File: src/rtl/riscv_mem_pkg.sv
// Shared definitions for the load/store path: access size encoding (common to
// the load unit and the store formatter) and the load FSM state encoding.
package riscv_mem_pkg;

    typedef enum logic [1:0] {
        SZ_WORD    = 2'b00,
        SZ_HALF    = 2'b01,
        SZ_BYTE    = 2'b10,
        SZ_ILLEGAL = 2'b11
    } mem_size_e;

    typedef enum logic [1:0] {
        LD_IDLE = 2'b00,
        LD_REQ  = 2'b01,
        LD_WAIT = 2'b10,
        LD_RESP = 2'b11
    } ld_state_e;

    // A half must sit on an even byte, a word on a 4-byte boundary.
    function automatic logic is_misaligned(input mem_size_e size, input logic [1:0] off);
        logic mis;
        mis = 1'b0;
        case (size)
            SZ_HALF: mis = off[0];
            SZ_WORD: mis = (off != 2'b00);
            default: mis = 1'b0;
        endcase
        return mis;
    endfunction

endpackage

File: src/rtl/load_data_unit_if.sv
// Bundle of the core-side load handshake, the data-memory read port and the
// write-back port of the load unit.
interface load_data_unit_if
    import riscv_mem_pkg::*;
#(
    parameter int ADDR_W = 32,
    parameter int XLEN   = 32
);

    logic              ld_valid;
    logic              ld_ready;
    logic [ADDR_W-1:0] ld_addr;
    mem_size_e         ld_size;
    logic              ld_unsigned;

    logic              mem_req;
    logic [ADDR_W-1:0] mem_addr;
    logic              mem_gnt;
    logic              mem_rvalid;
    logic [XLEN-1:0]   mem_rdata;
    logic              mem_err;

    logic              wb_valid;
    logic [XLEN-1:0]   wb_data;
    logic              wb_err;
    logic              busy;

    // Core and memory side, driving loads and read responses.
    modport master (
        output ld_valid, ld_addr, ld_size, ld_unsigned,
        output mem_gnt, mem_rvalid, mem_rdata, mem_err,
        input  ld_ready, mem_req, mem_addr, wb_valid, wb_data, wb_err, busy
    );

    // The load unit itself.
    modport slave (
        input  ld_valid, ld_addr, ld_size, ld_unsigned,
        input  mem_gnt, mem_rvalid, mem_rdata, mem_err,
        output ld_ready, mem_req, mem_addr, wb_valid, wb_data, wb_err, busy
    );

endinterface

File: src/rtl/load_extract.sv
// Combinational lane select and sign/zero extension of a 32-bit read word for
// byte, half and word loads.
module load_extract
    import riscv_mem_pkg::*;
(
    input  logic [31:0] rdata,
    input  logic [1:0]  addr_lo,
    input  mem_size_e   size,
    input  logic        is_unsigned,
    output logic [31:0] data
);

    logic [7:0]  byte_lane;
    logic [15:0] half_lane;

    // NOTE: every output of a combinational block gets a default first, so no
    // path through the case statements can leave it unassigned and infer a latch.
    always_comb begin
        byte_lane = rdata[7:0];
        case (addr_lo)
            2'd0: byte_lane = rdata[7:0];
            2'd1: byte_lane = rdata[15:8];
            2'd2: byte_lane = rdata[23:16];
            2'd3: byte_lane = rdata[31:24];
            default: byte_lane = rdata[7:0];
        endcase

        // Only addr[1] picks the half; addr[0] is a misalignment matter.
        half_lane = addr_lo[1] ? rdata[31:16] : rdata[15:0];

        data = 32'h0;
        case (size)
            SZ_BYTE: data = {{24{byte_lane[7] & ~is_unsigned}}, byte_lane};
            SZ_HALF: data = {{16{half_lane[15] & ~is_unsigned}}, half_lane};
            SZ_WORD: data = rdata;
            default: data = 32'h0;
        endcase
    end

endmodule

File: src/rtl/load_data_unit.sv
// Single-outstanding load unit: issues a word-aligned read, extracts and extends
// the addressed lane, and returns it with a one-cycle write-back pulse.
// Optional misalignment trap: define LOAD_MISALIGN_TRAP_EN.
module load_data_unit
    import riscv_mem_pkg::*;
#(
    parameter int ADDR_W = 32,
    parameter int XLEN   = 32
)(
    input  logic           clk,
    input  logic           rst,
    load_data_unit_if.slave bus
);

    ld_state_e         state_q, state_d;
    logic [ADDR_W-1:0] addr_q;
    mem_size_e         size_q;
    logic              unsigned_q;
    logic [XLEN-1:0]   wb_data_q;
    logic              wb_err_q;

    logic              ld_ready_c;
    logic              mem_req_c;
    logic              wb_valid_c;
    logic              trap;
    logic              accept_err;
    logic [31:0]       ext_data;

`ifdef LOAD_MISALIGN_TRAP_EN
    assign trap = is_misaligned(bus.ld_size, bus.ld_addr[1:0]);
`else
    assign trap = 1'b0;
`endif

    // Faulting loads skip the memory entirely and go straight to RESP.
    assign accept_err = (bus.ld_size == SZ_ILLEGAL) || trap;

    load_extract u_extract (
        .rdata       (bus.mem_rdata),
        .addr_lo     (addr_q[1:0]),
        .size        (size_q),
        .is_unsigned (unsigned_q),
        .data        (ext_data)
    );

    // NOTE: sequential state is assigned with <= so every register samples the
    // pre-edge values of the others, independent of block ordering.
    always_ff @(posedge clk or posedge rst) begin
        if (rst) begin
            state_q <= LD_IDLE;
        end else begin
            state_q <= state_d;
        end
    end

    always_comb begin
        state_d    = state_q;
        ld_ready_c = 1'b0;
        mem_req_c  = 1'b0;
        wb_valid_c = 1'b0;
        case (state_q)
            LD_IDLE: begin
                ld_ready_c = 1'b1;
                if (bus.ld_valid) begin
                    state_d = accept_err ? LD_RESP : LD_REQ;
                end
            end
            LD_REQ: begin
                mem_req_c = 1'b1;
                if (bus.mem_gnt) begin
                    state_d = LD_WAIT;
                end
            end
            LD_WAIT: begin
                if (bus.mem_rvalid) begin
                    state_d = LD_RESP;
                end
            end
            LD_RESP: begin
                wb_valid_c = 1'b1;
                state_d    = LD_IDLE;
            end
            default: state_d = LD_IDLE;
        endcase
    end

    // Result registers only change on the edge that enters RESP, so wb_data and
    // wb_err stay put in every other state.
    always_ff @(posedge clk or posedge rst) begin
        if (rst) begin
            addr_q     <= '0;
            size_q     <= SZ_WORD;
            unsigned_q <= 1'b0;
            wb_data_q  <= '0;
            wb_err_q   <= 1'b0;
        end else begin
            case (state_q)
                LD_IDLE: begin
                    if (bus.ld_valid) begin
                        addr_q     <= bus.ld_addr;
                        size_q     <= bus.ld_size;
                        unsigned_q <= bus.ld_unsigned;
                        if (accept_err) begin
                            wb_data_q <= '0;
                            wb_err_q  <= 1'b1;
                        end
                    end
                end
                LD_WAIT: begin
                    if (bus.mem_rvalid) begin
                        wb_data_q <= bus.mem_err ? '0 : ext_data;
                        wb_err_q  <= bus.mem_err;
                    end
                end
                default: ;
            endcase
        end
    end

    assign bus.ld_ready = ld_ready_c;
    assign bus.mem_req  = mem_req_c;
    assign bus.mem_addr = {addr_q[ADDR_W-1:2], 2'b00};
    assign bus.wb_valid = wb_valid_c;
    assign bus.wb_data  = wb_data_q;
    assign bus.wb_err   = wb_err_q;
    assign bus.busy     = (state_q != LD_IDLE);

endmodule

File: src/flat_wrapper.sv
// flat-port wrapper written by rule: the top's interface ports become plain ports
module load_data_unit_flat import riscv_mem_pkg::*;
#(
    parameter int ADDR_W = 32,
    parameter int XLEN   = 32
)
  (clk, rst, bus_ld_valid, bus_ld_addr, bus_ld_size, bus_ld_unsigned, bus_mem_gnt, bus_mem_rvalid, bus_mem_rdata, bus_mem_err, bus_ld_ready, bus_mem_req, bus_mem_addr, bus_wb_valid, bus_wb_data, bus_wb_err, bus_busy);
  load_data_unit_if #(.ADDR_W(ADDR_W), .XLEN(XLEN)) bus_i ();
  input  logic clk;
  input  logic rst;
  input wire logic [$bits(bus_i.ld_valid)-1:0] bus_ld_valid;
  input wire logic [$bits(bus_i.ld_addr)-1:0] bus_ld_addr;
  input wire logic [$bits(bus_i.ld_size)-1:0] bus_ld_size;
  input wire logic [$bits(bus_i.ld_unsigned)-1:0] bus_ld_unsigned;
  input wire logic [$bits(bus_i.mem_gnt)-1:0] bus_mem_gnt;
  input wire logic [$bits(bus_i.mem_rvalid)-1:0] bus_mem_rvalid;
  input wire logic [$bits(bus_i.mem_rdata)-1:0] bus_mem_rdata;
  input wire logic [$bits(bus_i.mem_err)-1:0] bus_mem_err;
  output wire logic [$bits(bus_i.ld_ready)-1:0] bus_ld_ready;
  output wire logic [$bits(bus_i.mem_req)-1:0] bus_mem_req;
  output wire logic [$bits(bus_i.mem_addr)-1:0] bus_mem_addr;
  output wire logic [$bits(bus_i.wb_valid)-1:0] bus_wb_valid;
  output wire logic [$bits(bus_i.wb_data)-1:0] bus_wb_data;
  output wire logic [$bits(bus_i.wb_err)-1:0] bus_wb_err;
  output wire logic [$bits(bus_i.busy)-1:0] bus_busy;
  assign bus_i.ld_valid = bus_ld_valid;
  assign bus_i.ld_addr = bus_ld_addr;
  assign bus_i.ld_size = bus_ld_size;
  assign bus_i.ld_unsigned = bus_ld_unsigned;
  assign bus_i.mem_gnt = bus_mem_gnt;
  assign bus_i.mem_rvalid = bus_mem_rvalid;
  assign bus_i.mem_rdata = bus_mem_rdata;
  assign bus_i.mem_err = bus_mem_err;
  assign bus_ld_ready = bus_i.ld_ready;
  assign bus_mem_req = bus_i.mem_req;
  assign bus_mem_addr = bus_i.mem_addr;
  assign bus_wb_valid = bus_i.wb_valid;
  assign bus_wb_data = bus_i.wb_data;
  assign bus_wb_err = bus_i.wb_err;
  assign bus_busy = bus_i.busy;
  load_data_unit #(.ADDR_W(ADDR_W), .XLEN(XLEN)) u_core (.clk(clk), .rst(rst), .bus(bus_i));
endmodule
File: config.mk
export PLATFORM = sky130hd
export DESIGN_NAME = load_data_unit_flat
export DESIGN_NICKNAME = d
export VERILOG_FILES = /design/src/rtl/riscv_mem_pkg.sv /design/src/rtl/load_data_unit_if.sv /design/src/rtl/load_extract.sv /design/src/rtl/load_data_unit.sv /design/src/flat_wrapper.sv
export SDC_FILE = /design/constraint.sdc
export NUM_CORES = 1
export LEC_CHECK = 0
export BUFFER_PORTS_ARGS = -buffer_cell sky130_fd_sc_hd__buf_2
export CELL_PAD_IN_SITES_DETAIL_PLACEMENT = 1
export CELL_PAD_IN_SITES_GLOBAL_PLACEMENT = 2
export CORE_MARGIN = 2
export CORE_UTILIZATION = 33
export CTS_BUF_LIST = sky130_fd_sc_hd__clkbuf_4 sky130_fd_sc_hd__clkbuf_8
export CTS_CLUSTER_DIAMETER = 120
export DETAILED_ROUTE_END_ITERATION = 8
export PLACE_DENSITY_LB_ADDON = 0.2
export SYNTH_ARGS = -nofsm -noshare
export SYNTH_HDL_FRONTEND = slang
export SYNTH_SLANG_ARGS = --single-unit
File: constraint.sdc
create_clock -name clk -period 4.9 [get_ports clk]
set_clock_uncertainty 0.2 [all_clocks]
set_input_delay 0.245 -clock clk [delete_from_list [all_inputs] [get_ports clk]]
set_output_delay 0.245 -clock clk [all_outputs]
set_load 0.005 [all_outputs]
==> flow_summary.toml, run 1 <==
[power]
vdd_drop_max_v = 0.000225
power_leakage_nw = 2.40
power_density_nw_per_um2 = 583

[synthesis]
yosysWarnings = 0
ys_ff_latch = 70
synth.distinct_cells = 37
synth_top_area_frac = 0.488
synth.area.top_cells = "dfrtp_1 49%, mux2_2 13%, buf_4 6.7%"
synthTopCellsByCount = "70 x dfrtp_1, 43 x mux2_2, 32 x buf_4, 28 x nand2_1, 20 x o21ai_0"
synth_ff_type = "dfrtp_1"
ys_seq_area_frac = 0.488
yosysTopAreaCell = "dfrtp_1"
synth_edf_count = 0
synth_area_um2 = 3590
ys_async_sr_fraction = 1.00
yosysMostFrequentCell = "dfrtp_1"
avgSynthCellArea_um2 = 11.4
synthCells = 315

[global_route]
grt_start_max_net_pins = 71
first_global_vias = 3094
grtUsageTotal = 0.186
grt_overflow_total = 0
grt_pass1_wl_um = 16500
grt_antenna_before_repair = 0

[clocking]
cts_tree = "yes"
clock_latency_ns = 0.36
clk_pin_slew_ns = 0.08
cts_setup_buffers = 0
cts_hold_buf = 43
cts_root_buf = "clkbuf_8"
cts_resized = 0
clk_path_buf_depth = 2
cts_made_buffers = 9
clkSinkCount = 70
htreeDepth = 3

[timing]
final_hold_viol_count = 0
min_period_ns = 2.58
finalSetupTns_ns = 0
grt_setup_unrepaired = "false"
slew_headroom = 0.283
slew_viol_final = 0
finalCritPeriodShare = 0.527
setup_viol = 0
worstMarginPinSlew_ns = 1.07
fmax_ghz = 0.387

[hold_path]
hp-class = "input pin to register"

[detailed_routing]
wl_um = 10600
detail_route.first_pass.iterations = 4
viasPerCell = 4.99
first_iter_violations = 138
vias = 3024
drc = 0
ant_nets = 0
routedWlPerCell_um = 17.5

[critical_path]
worstSetupEndpointType = "register"
worstPathMaxFanout = 23
r2r_slack_ns = 2.32
worstPathRequired_ns = 4.89
critical_path_arrival_ns = 2.58
crit_type = "register to register"
startpoint_type = "register"

[job]
drv_cap = 0

[floorplan]
rows = 38
core_um2 = 10700
initial_core_util = 0.334
die_w_um = 108
die_area_um2 = 11700
die_h_um = 108
io_pins = 142

[cells_and_area]
layout.cells.non_filler = 606
syn_to_final_growth_pct = 35.0
num_antenna_cells = 0
drive_gt1_frac = 0.442
layout.core_utilization = 0.451
num-nets-final = 538
n_fill_cell = 1230

[placement]
dp.cells = 547
portBuffers = 139
dp_hpwl_um = 7340
gp_congestion = 0.786

[status]
status = "completed"
layout by cell type (no fill, tap or decap), types with 2 or more instances in the layout:
cell type	count
buf_2	139
dfrtp_1	70
mux2_2	43
dlygate4sd3_1	43
nand2_1	28
o21ai_0	20
a22oi_1	17
a221o_1	15
o22ai_1	13
clkbuf_8	9
inv_1	8
a22o_1	7
a211oi_1	7
mux2i_1	4
a21oi_1	4
ha_1	4
bufinv_16	4
buf_4	3
and3_1	2
nand2b_1	2
nand3b_1	2
nor4b_1	2
conb_1	2
metal layers:
| layer | routed length [µm] | vias to the layer above | track usage | share of wire |
|---|---|---|---|---|
| met3 | 609 | 15 | 0.0452 | 0.057 |
| met4 | 197 | 0 | 0.0614 | 0.019 |
| met5 | 0 | - | 0 | 0 |
| met1 | 4630 | 1489 | 0.251 | 0.44 |
| li1 | - | 1424 | - | - |
| met2 | 5170 | 96 | 0.295 | 0.49 |
final cells by class:
| cell class | count | area [µm²] | share of cell area |
|---|---|---|---|
| clock buffers | 10 | 131 | 0.0271 |
| well taps | 140 | 175 | 0.0361 |
| inverters | 9 | 33.8 | 0.00697 |
| flip-flops and latches | 70 | 1750 | 0.361 |
| repair buffers | 185 | 1150 | 0.237 |
| clock inverters | 6 | 134 | 0.0276 |
| multi-input cells | 186 | 1470 | 0.304 |
report_power, final:
part	switching (mW)	internal, mW	total (mW)
combinational	0.551	0.597	1.15
sequential	0.208	0.841	1.05
clock	0.233	0.395	0.629
cell families (layout without fill, tap and decap cells):
| family | Yosys count | count (layout) | synth area share |
|---|---|---|---|
| other cells | 1 | 2 | 0.00104 |
| flops | 70 | 70 | 0.488 |
| mux | 48 | 48 | 0.152 |
| buf+inv | 60 | 210 | 0.103 |
| fa+ha+maj | 4 | 4 | 0.0139 |
| simple gates | 41 | 41 | 0.0554 |
| compound gates | 91 | 91 | 0.187 |
registers in the layout, indices dropped and copies added (netlist names):
register / count
u_core.bus.wb_data: 32
u_core.state_q: 2
u_core.bus.wb_err: 1
u_core.addr_q: 32
u_core.size_q: 2
u_core.unsigned_q: 1
path summary, 6_finish.rpt:
kind | start | end | cells past startpoint
max | u_core.addr_q[1] | u_core.bus.wb_data[16] | 4
min | bus_mem_rdata[25] | u_core.bus.wb_data[25] | 3
max reg2reg | u_core.addr_q[1] | u_core.bus.wb_data[16] | 4
min reg2reg | u_core.addr_q[12] | u_core.addr_q[12] | 1
max in group asynchronous | rst | u_core.bus.wb_data[12] | 4
min in group asynchronous | rst | u_core.addr_q[2] | 4
metrics by stage:
stage | worst slack [ns] | hold WS, ns | cell area (µm²) | power, mW
6_report | 2.32 | 0.00791 | 4850 | 2.82
5_1_grt | 2.05 | 0.00528 | 4850 | 3.04
4_1_cts | 2.27 | 0.00181 | 4850 | 2.86
3_5_place_dp | 2.30 | 0.281 | 4150 | 2.20
3_3_place_gp | 2.41 | 0.275 | 4150 | 2.16
2_1_floorplan | 2.69 | 0.196 | 3590 | 1.91
critical path, cell delays in order (launching register included):
cell and delay, ns:
dfrtp_1 0.88, mux2i_1 0.28, a21oi_1 0.07, o21bai_1 0.79, o21ai_0 0.19
No activity file was read; power rests on OpenSTA's default activity.
==> run 2: changes to the inputs <==
CORE_UTILIZATION = 31   (was 33)
clock period = 2.6 ns   (was 4.9 ns; I/O delays follow)
==> flow_summary.toml, run 2 (same netlist as run 1, synthesis figures left out) <==
[detailed_routing]
vias = 3154
drc = 0
viasPerCell = 4.94
ant_nets = 0
first_iter_violations = 97
routedWlPerCell_um = 17.7
wl_um = 11300
detail_route.first_pass.iterations = 6

[floorplan]
die_area_um2 = 12500
die_h_um = 112
io_pins = 142
die_w_um = 112
core_um2 = 11400
rows = 39
initial_core_util = 0.316

[power]
clkPwrFrac = 0.210
p_sw_mw = 1.93
p_int_mw = 3.46
power_mw = 5.39
sw_frac_of_total = 0.358
p_comb_frac = 0.429
pwr-share-seq = 0.361
power_leakage_nw = 2.52
vdd_drop_max_v = 0.000369
power_density_nw_per_um2 = 1050

[clocking]
clkSinkCount = 70
cts_made_buffers = 9
cts_root_buf = "clkbuf_8"
clock_latency_ns = 0.35
clk_path_buf_depth = 2
htreeDepth = 3
clk_pin_slew_ns = 0.08
cts_tree = "yes"

[critical_path]
worstPathRequired_ns = 2.69
critical_path_arrival_ns = 2.30
worstSetupEndpointType = "register"
timing.rr.start = "u_core.state_q[0]"
startpoint_type = "register"
worstPathMaxFanout = 15
endpoint = "u_core.bus.wb_data[4]"
crit_type = "register to register"
rr_endpoint = "u_core.bus.wb_data[4]"
r2r_cells = 6
r2r_slack_ns = 0.39
critical_path.startpoint = "u_core.state_q[0]"

[global_route]
first_global_vias = 3433
grt_start_max_net_pins = 45
grt_pass1_wl_um = 18200
grt_overflow_total = 0
grtUsageTotal = 0.186
grt_antenna_before_repair = 0

[cells_and_area]
final_cell_mix = "139 x buf_2, 70 x dfrtp_1, 68 x dlygate4sd3_1, 43 x mux2_2, 28 x nand2_1"
syn_to_final_growth_pct = 43.4
layout.core_utilization = 0.453
n_fill_cell = 1290
drive_gt1_frac = 0.426
num_antenna_cells = 0
final_common_cell = "buf_2"
num-nets-final = 567

[timing]
slew_headroom = 0.536
grt_setup_unrepaired = "false"
final_hold_viol_count = 0
finalCritPeriodShare = 0.850
setup_viol = 0
worstMarginPinSlew_ns = 0.696
min_period_ns = 2.21
finalSetupTns_ns = 0
slew_viol_final = 0
fmax_ghz = 0.452

[placement]
portBuffers = 139
gp_congestion = 0.805
dp_hpwl_um = 7770

[job]
drv_cap = 0

[status]
status = "completed"

[hold_path]
hp-class = "input pin to register"
## run 2: cell types whose count changed in the layout (fill, tap and decap cells not counted), sizes merged
cell	previous run	this run
buf	142	146
clkbuf	10	11
bufinv	4	3
clkinv	2	0
dlygate4sd3	43	68
clkinvlp	0	2
## run 2: what timing repair did
| action | in CTS | in global routing |
|---|---|---|
| endpoints found under the hold margin | 93 | 0 |
| setup endpoints to repair | 0 | 15 |
| resized for setup | 0 | 1 |
| hold buffers | 68 | 0 |
| setup buffers | 0 | 0 |
## run 2: per-stage QoR
stage          setup WS [ns]  cells  area (µm²)  hold WS (ns)
3_5_place_dp           0.111    554        4210        0.0419
5_1_grt                0.200    638        5150        0.0458
3_3_place_gp           0.223    554        4210        0.0314
2_1_floorplan          0.502    316        3590        0.0806
6_report               0.389    638        5150        0.0255
4_1_cts               0.0630    638        5150        0.0104
## run 2: metal layers
metal  GRT usage  part of all wire
met1       0.243              0.44
met2       0.300              0.48
met3      0.0430             0.050
met4      0.0733             0.023
met5           0                 0
## run 2: worst min path at each step
stage                           startpoint                     to  slack, ns  depth (start not counted)
after floorplan            bus_ld_addr[30]      u_core.addr_q[30]       0.08                          1
after global placement                 rst       u_core.addr_q[3]       0.03                          2
after detailed placement               rst       u_core.addr_q[6]       0.04                          2
after CTS                 bus_mem_rdata[7]  u_core.bus.wb_data[7]       0.01                          4
after global routing      bus_mem_rdata[7]  u_core.bus.wb_data[7]       0.05                          4
final                     bus_mem_rdata[7]  u_core.bus.wb_data[7]       0.03                          4
## run 2: power groups by stage
stage | registers, mW | logic (mW) | clock network, mW
after floorplan | 1.84 | 1.75 | 0
after global placement | 1.94 | 2.20 | 0
after detailed placement | 1.97 | 2.25 | 0
after CTS | 1.95 | 2.34 | 1.17
after global routing | 2.02 | 2.55 | 1.21
final | 1.95 | 2.32 | 1.13
## run 2: critical path: stages, from the launching register on
cell and delay, ns:
dfrtp_1 0.40, inv_1 0.08, ha_1 0.25, inv_1 0.21, o2111ai_2 0.22, nor2_2 0.54
a221o_1 0.25
## run 2: layout make-up
type | instances | area [µm²] | area share
sequential | 70 | 1750 | 0.340
multi-input combinational | 186 | 1480 | 0.287
timing repair buffer | 214 | 1450 | 0.282
tap | 143 | 179 | 0.0347
clock buffer | 11 | 151 | 0.0294
clock inverter | 5 | 105 | 0.0204
inverter | 9 | 33.8 | 0.00656
